[config.mk]
export PLATFORM = sky130hd
export DESIGN_NAME = gb_cpu_interrupt_ctrl
export DESIGN_NICKNAME = d
export VERILOG_FILES = /design/src/rtl/gb_cpu_common_pkg.sv /design/src/rtl/gb_cpu_irq_priority.sv /design/src/rtl/gb_cpu_interrupt_ctrl.sv
export SDC_FILE = /design/constraint.sdc
export NUM_CORES = 1
export LEC_CHECK = 0
export ABC_AREA = 1
export BUFFER_PORTS_ARGS = -buffer_cell sky130_fd_sc_hd__buf_2
export CAP_MARGIN = 0
export CORE_MARGIN = 5
export CORE_UTILIZATION = 49
export DETAILED_ROUTE_END_ITERATION = 8
export GPL_TIMING_DRIVEN = 0
export PLACE_DENSITY = 0.87
export SYNTH_ARGS = -nofsm -noshare
export SYNTH_HDL_FRONTEND = slang
export SYNTH_SLANG_ARGS = --single-unit
[constraint.sdc]
create_clock -name clk -period 1.75 [get_ports clk]
set_input_delay 0.175 -clock clk [delete_from_list [all_inputs] [get_ports clk]]
set_output_delay 0.175 -clock clk [all_outputs]
set_load 0.05 [all_outputs]
[src/rtl/gb_cpu_common_pkg.sv]
// Shared Game Boy CPU definitions: interrupt source numbering, interrupt
// controller state encoding and the ISR vector helper.
package gb_cpu_common_pkg;

  localparam int IRQ_VBLANK = 0;
  localparam int IRQ_STAT   = 1;
  localparam int IRQ_TIMER  = 2;
  localparam int IRQ_SERIAL = 3;
  localparam int IRQ_JOYPAD = 4;

  localparam logic [15:0] VECTOR_BASE = 16'h0040;

  typedef enum logic [2:0] {
    SRC_VBLANK = 3'd0,
    SRC_STAT   = 3'd1,
    SRC_TIMER  = 3'd2,
    SRC_SERIAL = 3'd3,
    SRC_JOYPAD = 3'd4
  } irq_source_t;

  typedef enum logic [1:0] {
    IDLE = 2'd0,
    HALT = 2'd1,
    DISP = 2'd2
  } int_ctrl_state_t;

  // Each source owns an 8-byte slot above the base vector.
  function automatic logic [15:0] irq_vector(input logic [15:0] base, input logic [2:0] idx);
    return base + {10'd0, idx, 3'd0};
  endfunction

endpackage

[src/rtl/gb_cpu_irq_priority.sv]
// Fixed-priority encoder for pending interrupts: the lowest set bit wins
// (VBLANK highest). Used for both boundary arbitration and the step-4
// re-arbitration of the dispatch sequence.
module gb_cpu_irq_priority #(
  parameter int NUM_IRQ = 5
) (
  input  logic [NUM_IRQ-1:0] req,
  output logic               valid,
  output logic [2:0]         index
);

  // Scan from the lowest priority upward so the highest-priority hit is kept.
  always_comb begin
    valid = 1'b0;
    index = 3'd0;
    for (int i = NUM_IRQ - 1; i >= 0; i--) begin
      if (req[i]) begin
        valid = 1'b1;
        index = 3'(i);
      end
    end
  end

endmodule

[src/rtl/gb_cpu_interrupt_ctrl.sv]
// Game Boy CPU interrupt controller: IF/IE registers, IME with EI delay,
// HALT state and the 5-M-cycle ISR dispatch sequence. Runs on the M clock.
// Optional feature: define GB_CPU_HALT_BUG_EN to model the HALT bug
// (HALT with IME=0 and an interrupt already pending does not halt and
// instead pulses halt_bug_o so the next fetch skips the PC increment).
module gb_cpu_interrupt_ctrl #(
  parameter int          NUM_IRQ      = 5,
  parameter int          DISPATCH_CYC = 5,
  parameter logic [15:0] VECTOR_BASE  = gb_cpu_common_pkg::VECTOR_BASE
) (
  input  logic               clk,
  input  logic               reset_n,
  input  logic [NUM_IRQ-1:0] irq_i,
  input  logic [7:0]         reg_wdata,
  input  logic               if_wr_en,
  input  logic               ie_wr_en,
  input  logic               instr_boundary,
  input  logic               ei_cmd,
  input  logic               di_cmd,
  input  logic               reti_cmd,
  input  logic               halt_cmd,
  output logic [7:0]         if_rdata,
  output logic [7:0]         ie_rdata,
  output logic               ime_o,
  output logic               halted_o,
  output logic               dispatch_active,
  output logic [2:0]         dispatch_m_cycle,
  output logic [15:0]        dispatch_vector,
  output logic               halt_bug_o
);

  import gb_cpu_common_pkg::*;

  int_ctrl_state_t    state;
  logic [NUM_IRQ-1:0] if_q;
  logic [NUM_IRQ-1:0] if_next;
  logic [7:0]         ie_q;
  logic               ime_q;
  logic               ime_next;
  logic               ei_delay_q;
  logic               ei_delay_next;
  logic [2:0]         step_q;
  logic [15:0]        vector_q;

  logic [NUM_IRQ-1:0] pending;
  logic               arb_valid;
  logic [2:0]         arb_index;
  logic [15:0]        arb_vector;
  logic               wake;
  logic               boundary;
  logic               take_irq;
  logic               step_arb;
  logic               step_last;
  logic               halt_bug_cond;

  assign pending = if_q & ie_q[NUM_IRQ-1:0];

  gb_cpu_irq_priority #(
    .NUM_IRQ (NUM_IRQ)
  ) u_priority (
    .req   (pending),
    .valid (arb_valid),
    .index (arb_index)
  );

  // No surviving request at re-arbitration yields a null vector.
  assign arb_vector = arb_valid ? irq_vector(VECTOR_BASE, arb_index) : 16'h0000;

  // Waking from HALT behaves as an instruction boundary.
  assign wake      = (state == HALT) && arb_valid;
  assign boundary  = ((state == IDLE) && instr_boundary) || wake;
  assign take_irq  = boundary && ime_q && arb_valid;
  assign step_arb  = (state == DISP) && (step_q == 3'(DISPATCH_CYC - 1));
  assign step_last = (state == DISP) && (step_q == 3'(DISPATCH_CYC));

  // IF next value: CPU write, then serviced-bit clear, then new requests win.
  always_comb begin
    if_next = if_wr_en ? reg_wdata[NUM_IRQ-1:0] : if_q;
    if (step_arb && arb_valid) begin
      if_next[arb_index] = 1'b0;
    end
    if_next = if_next | irq_i;
  end

  // IME next value: delayed EI, immediate RETI, DI dominant, dispatch clears.
  always_comb begin
    ime_next      = ime_q;
    ei_delay_next = ei_delay_q;
    if (boundary && ei_delay_q) begin
      ime_next      = 1'b1;
      ei_delay_next = 1'b0;
    end
    if (ei_cmd) begin
      ei_delay_next = 1'b1;
    end
    if (reti_cmd) begin
      ime_next = 1'b1;
    end
    if (di_cmd) begin
      ime_next      = 1'b0;
      ei_delay_next = 1'b0;
    end
    if (take_irq) begin
      ime_next = 1'b0;
    end
  end

  // Architectural registers IF, IE, IME and the EI delay flag.
  always_ff @(posedge clk or negedge reset_n) begin
    if (!reset_n) begin
      if_q       <= '0;
      ie_q       <= 8'h00;
      ime_q      <= 1'b0;
      ei_delay_q <= 1'b0;
    end else begin
      if_q       <= if_next;
      ime_q      <= ime_next;
      ei_delay_q <= ei_delay_next;
      if (ie_wr_en) begin
        ie_q <= reg_wdata;
      end
    end
  end

  // Controller FSM: idle, halted, or stepping through the ISR dispatch.
  always_ff @(posedge clk or negedge reset_n) begin
    if (!reset_n) begin
      state    <= IDLE;
      step_q   <= 3'd0;
      vector_q <= 16'h0000;
    end else begin
      case (state)
        IDLE: begin
          if (take_irq) begin
            state  <= DISP;
            step_q <= 3'd1;
          end else if (halt_cmd && !halt_bug_cond) begin
            state <= HALT;
          end
        end
        HALT: begin
          if (take_irq) begin
            state  <= DISP;
            step_q <= 3'd1;
          end else if (wake) begin
            state <= IDLE;
          end
        end
        DISP: begin
          if (step_arb) begin
            vector_q <= arb_vector;
          end
          if (step_last) begin
            state  <= IDLE;
            step_q <= 3'd0;
          end else begin
            step_q <= step_q + 3'd1;
          end
        end
        default: begin
          state  <= IDLE;
          step_q <= 3'd0;
        end
      endcase
    end
  end

`ifdef GB_CPU_HALT_BUG_EN
  logic halt_bug_q;

  assign halt_bug_cond = halt_cmd && !ime_q && arb_valid;

  // One-cycle pulse when a HALT is swallowed by an already-pending interrupt.
  always_ff @(posedge clk or negedge reset_n) begin
    if (!reset_n) begin
      halt_bug_q <= 1'b0;
    end else begin
      halt_bug_q <= (state == IDLE) && halt_bug_cond && !take_irq;
    end
  end

  assign halt_bug_o = halt_bug_q;
`else
  assign halt_bug_cond = 1'b0;
  assign halt_bug_o    = 1'b0;
`endif

  assign if_rdata         = {{(8 - NUM_IRQ){1'b1}}, if_q};
  assign ie_rdata         = ie_q;
  assign ime_o            = ime_q;
  assign halted_o         = (state == HALT);
  assign dispatch_active  = (state == DISP);
  assign dispatch_m_cycle = step_q;
  // The re-arbitration result is visible throughout step 4 (so an IE write
  // during the PCH push is honoured) and held from the register in step 5.
  assign dispatch_vector  = step_arb ? arb_vector : vector_q;

endmodule

Word level (Yosys, flattened, before mapping)
Index checks and enable logic that the tools add are counted.

Register bits after elaboration: 36. Input port bits: 22. Output and inout bits: 39. Word-level logic and storage cells: 70.

Add/subtract/negate cells: 2. Magnitude comparators: 2. Equal/unequal tests: 8. Muxes and demuxes: 32. Bitwise logic cells: 4. Reduce and logical (&&, ||, !) cells: 15.

Operators by type and width (count): $mux 3 (7); $mux 16 (1); $mux 1 (13); $and 5x5->5 (2); $mux 2 (5); $mux 5 (2); $logic_and 1x1->1 (9); $add 7x6->8 const A (1); $mux 8 (1); $eq 3x3->1 const B (2); $pmux 2 s3 (1); $pmux 3 s2 (1); $not 5->5 (1); $or 5x5->5 (1); $lt 3x4->1 const B (1); $ne 2x1->1 const B (2); $reduce_bool 4->1 (1); $add 3x1->3 const B (1); $demux 1 s3 (1); $ge 3x1->1 const B (1); $ne 3x1->1 const B (1); $ne 3x3->1 const B (1); $reduce_and 3->1 (1); $reduce_bool 3->1 (1); 5 further kinds (5).

Depth between registers and ports, before layout
Gate-level depths: netlist (run 1).

Depth in word-level cells: 14. Gate-level depth with buffers: 8. Depth with buffers taken out: 8.

Hierarchy
Synthesis (run 1) repeated with hierarchy kept, for this count alone.

Cell total of the unflattened synthesis: 207. Area, all modules: 1781.7 um^2.

By module, submodules not included: gb_cpu_interrupt_ctrl (times used 1, cells each 196, area each 1727.9 um^2, sequential area each 900.9 um^2); gb_cpu_irq_priority (times used 1, cells each 11, area each 53.8 um^2, sequential area each 0.0 um^2).

Least setup slack after synthesis (run 1)
No wires, ideal clock.

Path type: reg-to-output. Start: register step_q[1], in the netlist dispatch_m_cycle[1]. End: output port dispatch_vector[4]. Data arrival time: 2380 ps. Data required time: 1575 ps. Setup slack: -805 ps. Stages on the path, launching flop included: 8. Buffers on the path: 1. Cell sequence: dfrtp_1 > inv_1 > ha_1 > nand2_1 > nor2_4 > buf_6 > inv_2 > o21ai_0.

Cells in the longest elaborated chain, start to end: 3.

RTL lines: start, declared (line gb_cpu_interrupt_ctrl.sv:42) `logic [2:0] step_q;`; start signal, assigned (line gb_cpu_interrupt_ctrl.sv:157) `step_q <= step_q + 3'd1;`; $eq 3x3->1 (line gb_cpu_interrupt_ctrl.sv:73) `assign step_arb = (state == DISP) && (step_q == 3'(DISPATCH_CYC - 1));`; $logic_and 1x1->1 (line gb_cpu_interrupt_ctrl.sv:73); $mux 16; end, declared (line gb_cpu_interrupt_ctrl.sv:28) `output logic [15:0] dispatch_vector,`.

Every way passes these cells.

Final worst setup path (run 1)
Start: register state[1]. End: output port dispatch_vector[3].

Cells in the longest elaborated chain, start to end: 3.

RTL lines: start, declared (line gb_cpu_interrupt_ctrl.sv:34) `int_ctrl_state_t state;`; start signal, assigned (line gb_cpu_interrupt_ctrl.sv:128) `state <= IDLE;`; start signal, assigned (line gb_cpu_interrupt_ctrl.sv:135) `state <= DISP;`; start signal, assigned (line gb_cpu_interrupt_ctrl.sv:138) `state <= HALT;`; $eq 2x2->1 (line gb_cpu_interrupt_ctrl.sv:73); $logic_and 1x1->1 (line gb_cpu_interrupt_ctrl.sv:73); $mux 16.

Every way passes these cells.

==> reports/results.ini, run 1 <==
[run_status]
status = finished, violations left
violations = setup timing

[worst_setup_path]
cp_num_buf_inv = 6
critPathArrivalTime_ns = 1.75
critical_path_class = flop to output port
cp_slowest_cell = dfrtp_1
cp_slowest_stage_delay_ns = 0.39
end_kind = output port
cp.required_ns = 1.57
crit_family = buffers and inverters
path_cells = inv_2 > nor2_4 > inv_2 > nor2_4 > buf_6 > buf_12 > inv_8 > nand2_4 > nand2_4 > buf_8
worst-path-max-fanout = 6
crit_path_start_kind = flop

[drt]
viasPerCell = 4.84
drt-initial-drc-count = 61
totalWireLength_mm = 4.78
wl_per_cell_um = 14.5
drt_first_pass_iters = 4
vias = 1598
drc_errors = 0
ant_nets = 0

[yosys]
syn_area_per_cell_um2 = 8.60
synth-seq-area-share = 0.526
syn_inst = 199
yosysUniqueCellTypes = 24
synth_warnings = 0
syn_area_um2 = 1710
ys_seq_elements = 36

[clock_network]
numClockSinks = 36
clock_path_buffers = 2
path_clk_slew_ns = 0.11
cts-buffers-inserted = 5
cts_tree = yes
clockRootBuffer = clkbuf_4
htreeDepth = 2
insertion_delay_ns = 0.33

[finish]
antenna_cells = 0
nets = 308
area.growth.synth_to_final_pct = 52.5
drive_above_1_share = 0.458
multiInputGateArea_um2 = 813
fin_area_um2 = 2610
final_core_util = 0.776
fillers = 225
seqCellArea_um2 = 903

[placement]
io_buffer_count = 55
dpl.hpwl_mm = 2.83
gp_congestion = 0.799
dpl_cell_area_um2 = 2160

[grt]
grt.total_usage = 0.193
grt_pass1_vias = 1648
use_met3 = 0.0538
grt_pass1_wl_mm = 7.47
met2_usage = 0.373
antenna_found_initial = 0
grt_max_degree = 37
use_met1 = 0.204
overflow = 0
busiest_layer = met2

[sta]
setup_viol = 16
rsz0062_at_grt = yes
period_share = 1.10
finalHoldViolCount = 0
relSlewSlack = 0.479
fmax_mhz = 519
clock_skew_ns = 0.0146
fin_tns_setup_ns = -2.42
report.final.slew_viol_count = 0
fin_ws_ns = -0.178
period_minus_slack_ns = 1.93
tightestPinTransition_ns = 0.782
hold_ws_ns = 0.0101

[job]
max_cap_violations = 0

[floorplanning]
num_rows = 21
initial_core_util = 0.509
num_io_pins = 61
die_area_um2 = 4770
die_h_um = 69.1
core_area_um2 = 3360
die_x_um = 69.1

[power]
leakagePower_uw = 0.00136
finalPower_uw = 2890
powerDensity_nw_per_um2 = 1110
ir_drop_v = 0.000675

[worst_hold_path]
hold_path_class = input port to flop

[logic make-up after synthesis]
kind of cell | Yosys count | share of synthesized area
mux | 9 | 0.0585
simple gates | 95 | 0.230
other cells | 2 | 0.00439
buf+inv | 39 | 0.103
compound gates | 15 | 0.0555
fa+ha+maj | 3 | 0.0219
flops | 36 | 0.526
[sequential cells by signal, indices dropped and copies added, names as in the netlist]
name	flops
state	2
ime_o	1
vector_q	16
ei_delay_q	1
if_q	5
ie_rdata	8
dispatch_m_cycle	3
[routing by layer]
metal	vias to the layer above	part of all wire
met5	-	0
met4	0	0.018
met3	11	0.050
met2	48	0.57
met1	768	0.36
li1	771	-
[worst register-to-register path: stages, from the launching register on]
cell	delay, ns
dfrtp_1	0.39
inv_2	0.08
nor2_4	0.16
inv_2	0.07
nor2_4	0.12
buf_6	0.14
buf_12	0.12
buf_4	0.11
nand4_1	0.09
a21o_1	0.17
[Yosys cell counts, drive strengths merged]
cell type / count / share of area
conb: 2 / 0.0044
dfrtp: 36 / 0.53
mux2: 8 / 0.053
o21bai: 1 / 0.0044
nand2: 51 / 0.11
ha: 3 / 0.022
nand4: 2 / 0.0073
o211ai: 2 / 0.012
a21o: 3 / 0.013
clkbuf: 1 / 0.0022
or2: 1 / 0.0037
inv: 31 / 0.068
a21oi: 3 / 0.0088
nor2: 33 / 0.081
mux2i: 1 / 0.0058
o21ai: 6 / 0.018
buf: 7 / 0.033
nand3: 8 / 0.026
[power by group]
group          internal, uW  leakage (uW)  switching [uW]
combinational           497      0.000880             899
sequential              944      0.000453            90.3
clock                   197     0.0000315             266
[area by class of cell]
| cell class | count | share of cell area |
|---|---|---|
| Buffer | 7 | 0.0216 |
| Clock buffer | 7 | 0.0211 |
| Clock inverter | 1 | 0.00288 |
| Inverter | 31 | 0.0475 |
| Multi-Input combinational cell | 126 | 0.312 |
| Sequential cell | 36 | 0.346 |
| Tap cell | 46 | 0.0221 |
| Timing Repair Buffer | 76 | 0.227 |
[stage by stage]
step,setup slack (ns),instances
finish,-0.178,330
global route,-0.268,330
CTS,-0.136,324
detailed placement,-0.0254,302
global placement,0.00480,302
floorplan,-0.00683,201
[placed cells by master, fill, tap and decap left out, types with 2 or more instances in the layout]
cell	instances
nand2_4	6
inv_1	25
a21o_1	3
clkbuf_4	6
nor2_4	14
dfrtp_2	2
a21oi_1	3
buf_4	22
conb_1	4
buf_8	4
dfrtp_1	34
buf_6	12
mux2_2	8
buf_2	38
nand3_1	7
nand2_1	43
nor2_1	19
clkbuf_1	2
ha_1	2
nand4_1	2
nand2_2	2
inv_2	5
buf_12	2
o21ai_0	4
dlygate4sd3_1	2
[path summary, 6_finish.rpt]
kind / startpoint / endpoint / slack [ns] / cells past startpoint
min in group asynchronous: reset_n / dispatch_m_cycle[1] / 0.46 / 2
min: di_cmd / ei_delay_q / 0.01 / 2
max in group asynchronous: reset_n / dispatch_m_cycle[0] / 0.76 / 2
min reg2reg: ie_rdata[7] / ie_rdata[7] / 0.51 / 1
max reg2reg: state[1] / if_q[2] / 0.19 / 9
max: state[1] / dispatch_vector[3] / -0.18 / 10
[timing repair]
item                       CTS  global route
hold buffers                 1             1
setup endpoints to repair   16            17
pin swaps                    2             1
gates resized for setup     55             7
setup buffers               12             6
gates cloned                 1             0
hold endpoints to repair    36             1
Power figures use the tool's default switching activity.
==> run 2: changes to the inputs <==
--- a/config.mk
+++ b/config.mk
@@ -12,7 +12,7 @@
 export CORE_UTILIZATION = 49
 export DETAILED_ROUTE_END_ITERATION = 8
 export GPL_TIMING_DRIVEN = 0
-export PLACE_DENSITY = 0.87
+export PLACE_DENSITY = 0.77
 export SYNTH_ARGS = -nofsm -noshare
 export SYNTH_HDL_FRONTEND = slang
 export SYNTH_SLANG_ARGS = --single-unit
==> run 2 against run 1 <==
  * The run still ends with setup timing left
  * Register-to-register slack got worse by 0.08 ns
  * Combinational power decreased by 4%
  * Flip-flop and latch count unchanged
  * Clock power increased by 27%
  * Utilization increased by 0.15 points
  * Critical endpoint is now dispatch_vector[5]
  * Largest power group unchanged
==> reports/results.ini, run 2 (same netlist as run 1, synthesis figures left out) <==
[clock_network]
clock_path_buffers = 2  ; unchanged
cts_tree = yes
clockRootBuffer = clkbuf_4
htreeDepth = 2  ; unchanged
cts-buffers-inserted = 5  ; unchanged
insertion_delay_ns = 0.35  ; +0.02 ns
path_clk_slew_ns = 0.11  ; about the same
numClockSinks = 36  ; unchanged

[sta]
report.final.slew_viol_count = 0  ; unchanged
setup_viol = 16  ; unchanged
fin_tns_setup_ns = -1.27  ; +1.14 ns
clock_skew_ns = 0.00796  ; -0.00664 ns
relSlewSlack = 0.470  ; -0.00903
finalHoldViolCount = 0  ; unchanged
fmax_mhz = 530  ; +2.1%
period_share = 1.08  ; -0.0231
rsz0062_at_grt = yes
tightestPinTransition_ns = 0.795  ; +0.0135 ns
fin_ws_ns = -0.138  ; +0.0404 ns
hold_ws_ns = 0.0106  ; +0.000457 ns
period_minus_slack_ns = 1.89  ; -0.0404 ns

[power]
leakagePower_uw = 0.00137  ; +0.73%
powerDensity_nw_per_um2 = 1140  ; +2.5%
ir_drop_v = 0.00107  ; +58%

[finish]
fin_area_um2 = 2620  ; +0.19%
fillers = 260  ; +16%
antenna_cells = 0  ; unchanged
layout_commonest_cell = nand2_1
largest_register_ffs = 16  ; unchanged
nets = 311  ; +0.97%
largest-register = vector_q
layout_common_cells = nand2_1, buf_2, dfrtp_1
area.growth.synth_to_final_pct = 52.8
drive_above_1_share = 0.460  ; +0.00218
final_core_util = 0.778  ; +0.00149

[placement]
dpl_cell_area_um2 = 2160  ; unchanged
place_ws_ns = -0.0313  ; -0.00588 ns
dpl.hpwl_mm = 2.69  ; -4.9%
gp_congestion = 0.799  ; about the same
io_buffer_count = 55  ; unchanged

[floorplanning]
die_area_um2 = 4770  ; unchanged
initial_core_util = 0.509  ; unchanged
die_h_um = 69.1  ; unchanged
core_area_um2 = 3360  ; unchanged
num_io_pins = 61  ; unchanged
num_rows = 21  ; unchanged
die_x_um = 69.1  ; unchanged

[drt]
drc_errors = 0  ; unchanged
totalWireLength_mm = 4.26  ; -11%
drt_first_pass_iters = 4  ; unchanged
wl_met2_mm = 2.29  ; -17%
viasPerCell = 4.68  ; -3.4%
drt-initial-drc-count = 39  ; -36%
met3WireLength_um = 275  ; +15%
ant_nets = 0  ; unchanged
wl_per_cell_um = 12.8  ; -12%
wl_met1_mm = 1.65  ; -3.6%
vias = 1558  ; -2.5%
routed.top_layer = met4

[worst_setup_path]
crit_path_frequent_cell = buf_8
cp_slowest_cell = dfrtp_2
path_cells = inv_2 > ha_4 > nand2_4 > nor2_4 > buf_8 > buf_6 > nand3_4 > nand2_2 > buf_8
critPathArrivalTime_ns = 1.71  ; -0.04 ns
cp_slowest_stage_delay_ns = 0.43  ; +0.04 ns
worst-path-max-fanout = 7  ; +1
cp.required_ns = 1.57  ; about the same
end_kind = output port
crit_path_start_kind = flop
critical_path_class = flop to output port

[worst_hold_path]
hold_path_class = input port to flop

[grt]
grt_pass1_vias = 1588  ; -3.6%
grt_max_degree = 37  ; unchanged
antenna_found_initial = 0  ; unchanged
overflow = 0  ; unchanged
grt_pass1_wl_mm = 6.85  ; -8.2%
grt.total_usage = 0.178  ; -0.0150

[run_status]
status = finished, violations left
violations = setup timing

[job]
max_cap_violations = 0  ; unchanged

[run 2: layout make-up]
| class | instances | area (um2) | area share |
|---|---|---|---|
| inverter | 31 | 119 | 0.0455 |
| timing repair buffer | 79 | 597 | 0.228 |
| multi-input combinational | 126 | 798 | 0.305 |
| tap | 46 | 57.6 | 0.0220 |
| sequential | 36 | 903 | 0.345 |
| clock buffer | 5 | 37.5 | 0.0144 |
| clock inverter | 3 | 42.5 | 0.0163 |
| buffer | 7 | 60.1 | 0.0230 |
[run 2: metal layers]
layer | vias to the layer above | GRT usage
met1 | 729 | 0.204
met4 | 0 | 0.0651
met2 | 52 | 0.315
li1 | 771 | -
met5 | - | 0
met3 | 6 | 0.0465
[run 2: report_power, final]
part | switching, uW | total, uW | internal [uW]
combinational | 874 | 1350 | 475
clock | 292 | 589 | 298
sequential | 87.5 | 1030 | 945
total | 1250 | 2970 | 1720
[run 2: per-stage QoR]
| stage | power, uW | instances |
|---|---|---|
| floorplan | 1860 | 201 |
| global placement | 2070 | 302 |
| detailed placement | 2090 | 302 |
| CTS | 2860 | 328 |
| global route | 3130 | 333 |
| finish | 2970 | 333 |
[run 2: final timing paths]
check                      cells after the start                start  slack (ns)                   to
min in group asynchronous                      2              reset_n        0.44           ei_delay_q
setup / recovery                               9  dispatch_m_cycle[0]       -0.14   dispatch_vector[5]
setup reg to reg                              10  dispatch_m_cycle[0]        0.11              if_q[0]
hold reg to reg                                2          vector_q[5]        0.52          vector_q[5]
max in group asynchronous                      2              reset_n        0.77  dispatch_m_cycle[1]
hold / removal                                 3             irq_i[3]        0.01              if_q[3]
[run 2: timing repair]
item,in CTS,in global routing
gates resized for setup,48,9
hold endpoints to repair,39,0
hold buffers,4,0
setup endpoints to repair,16,16
setup buffers,13,7
pin swaps,2,2
cloned,1,0
[run 2: worst max-delay path, delay by kind of cell (launching register included)]
family / cells / cell delay [ns]
and+or+nand+nor: 4 / 0.31
DFF: 1 / 0.43
adders and majority gates: 1 / 0.14
buffers and inverters: 4 / 0.47
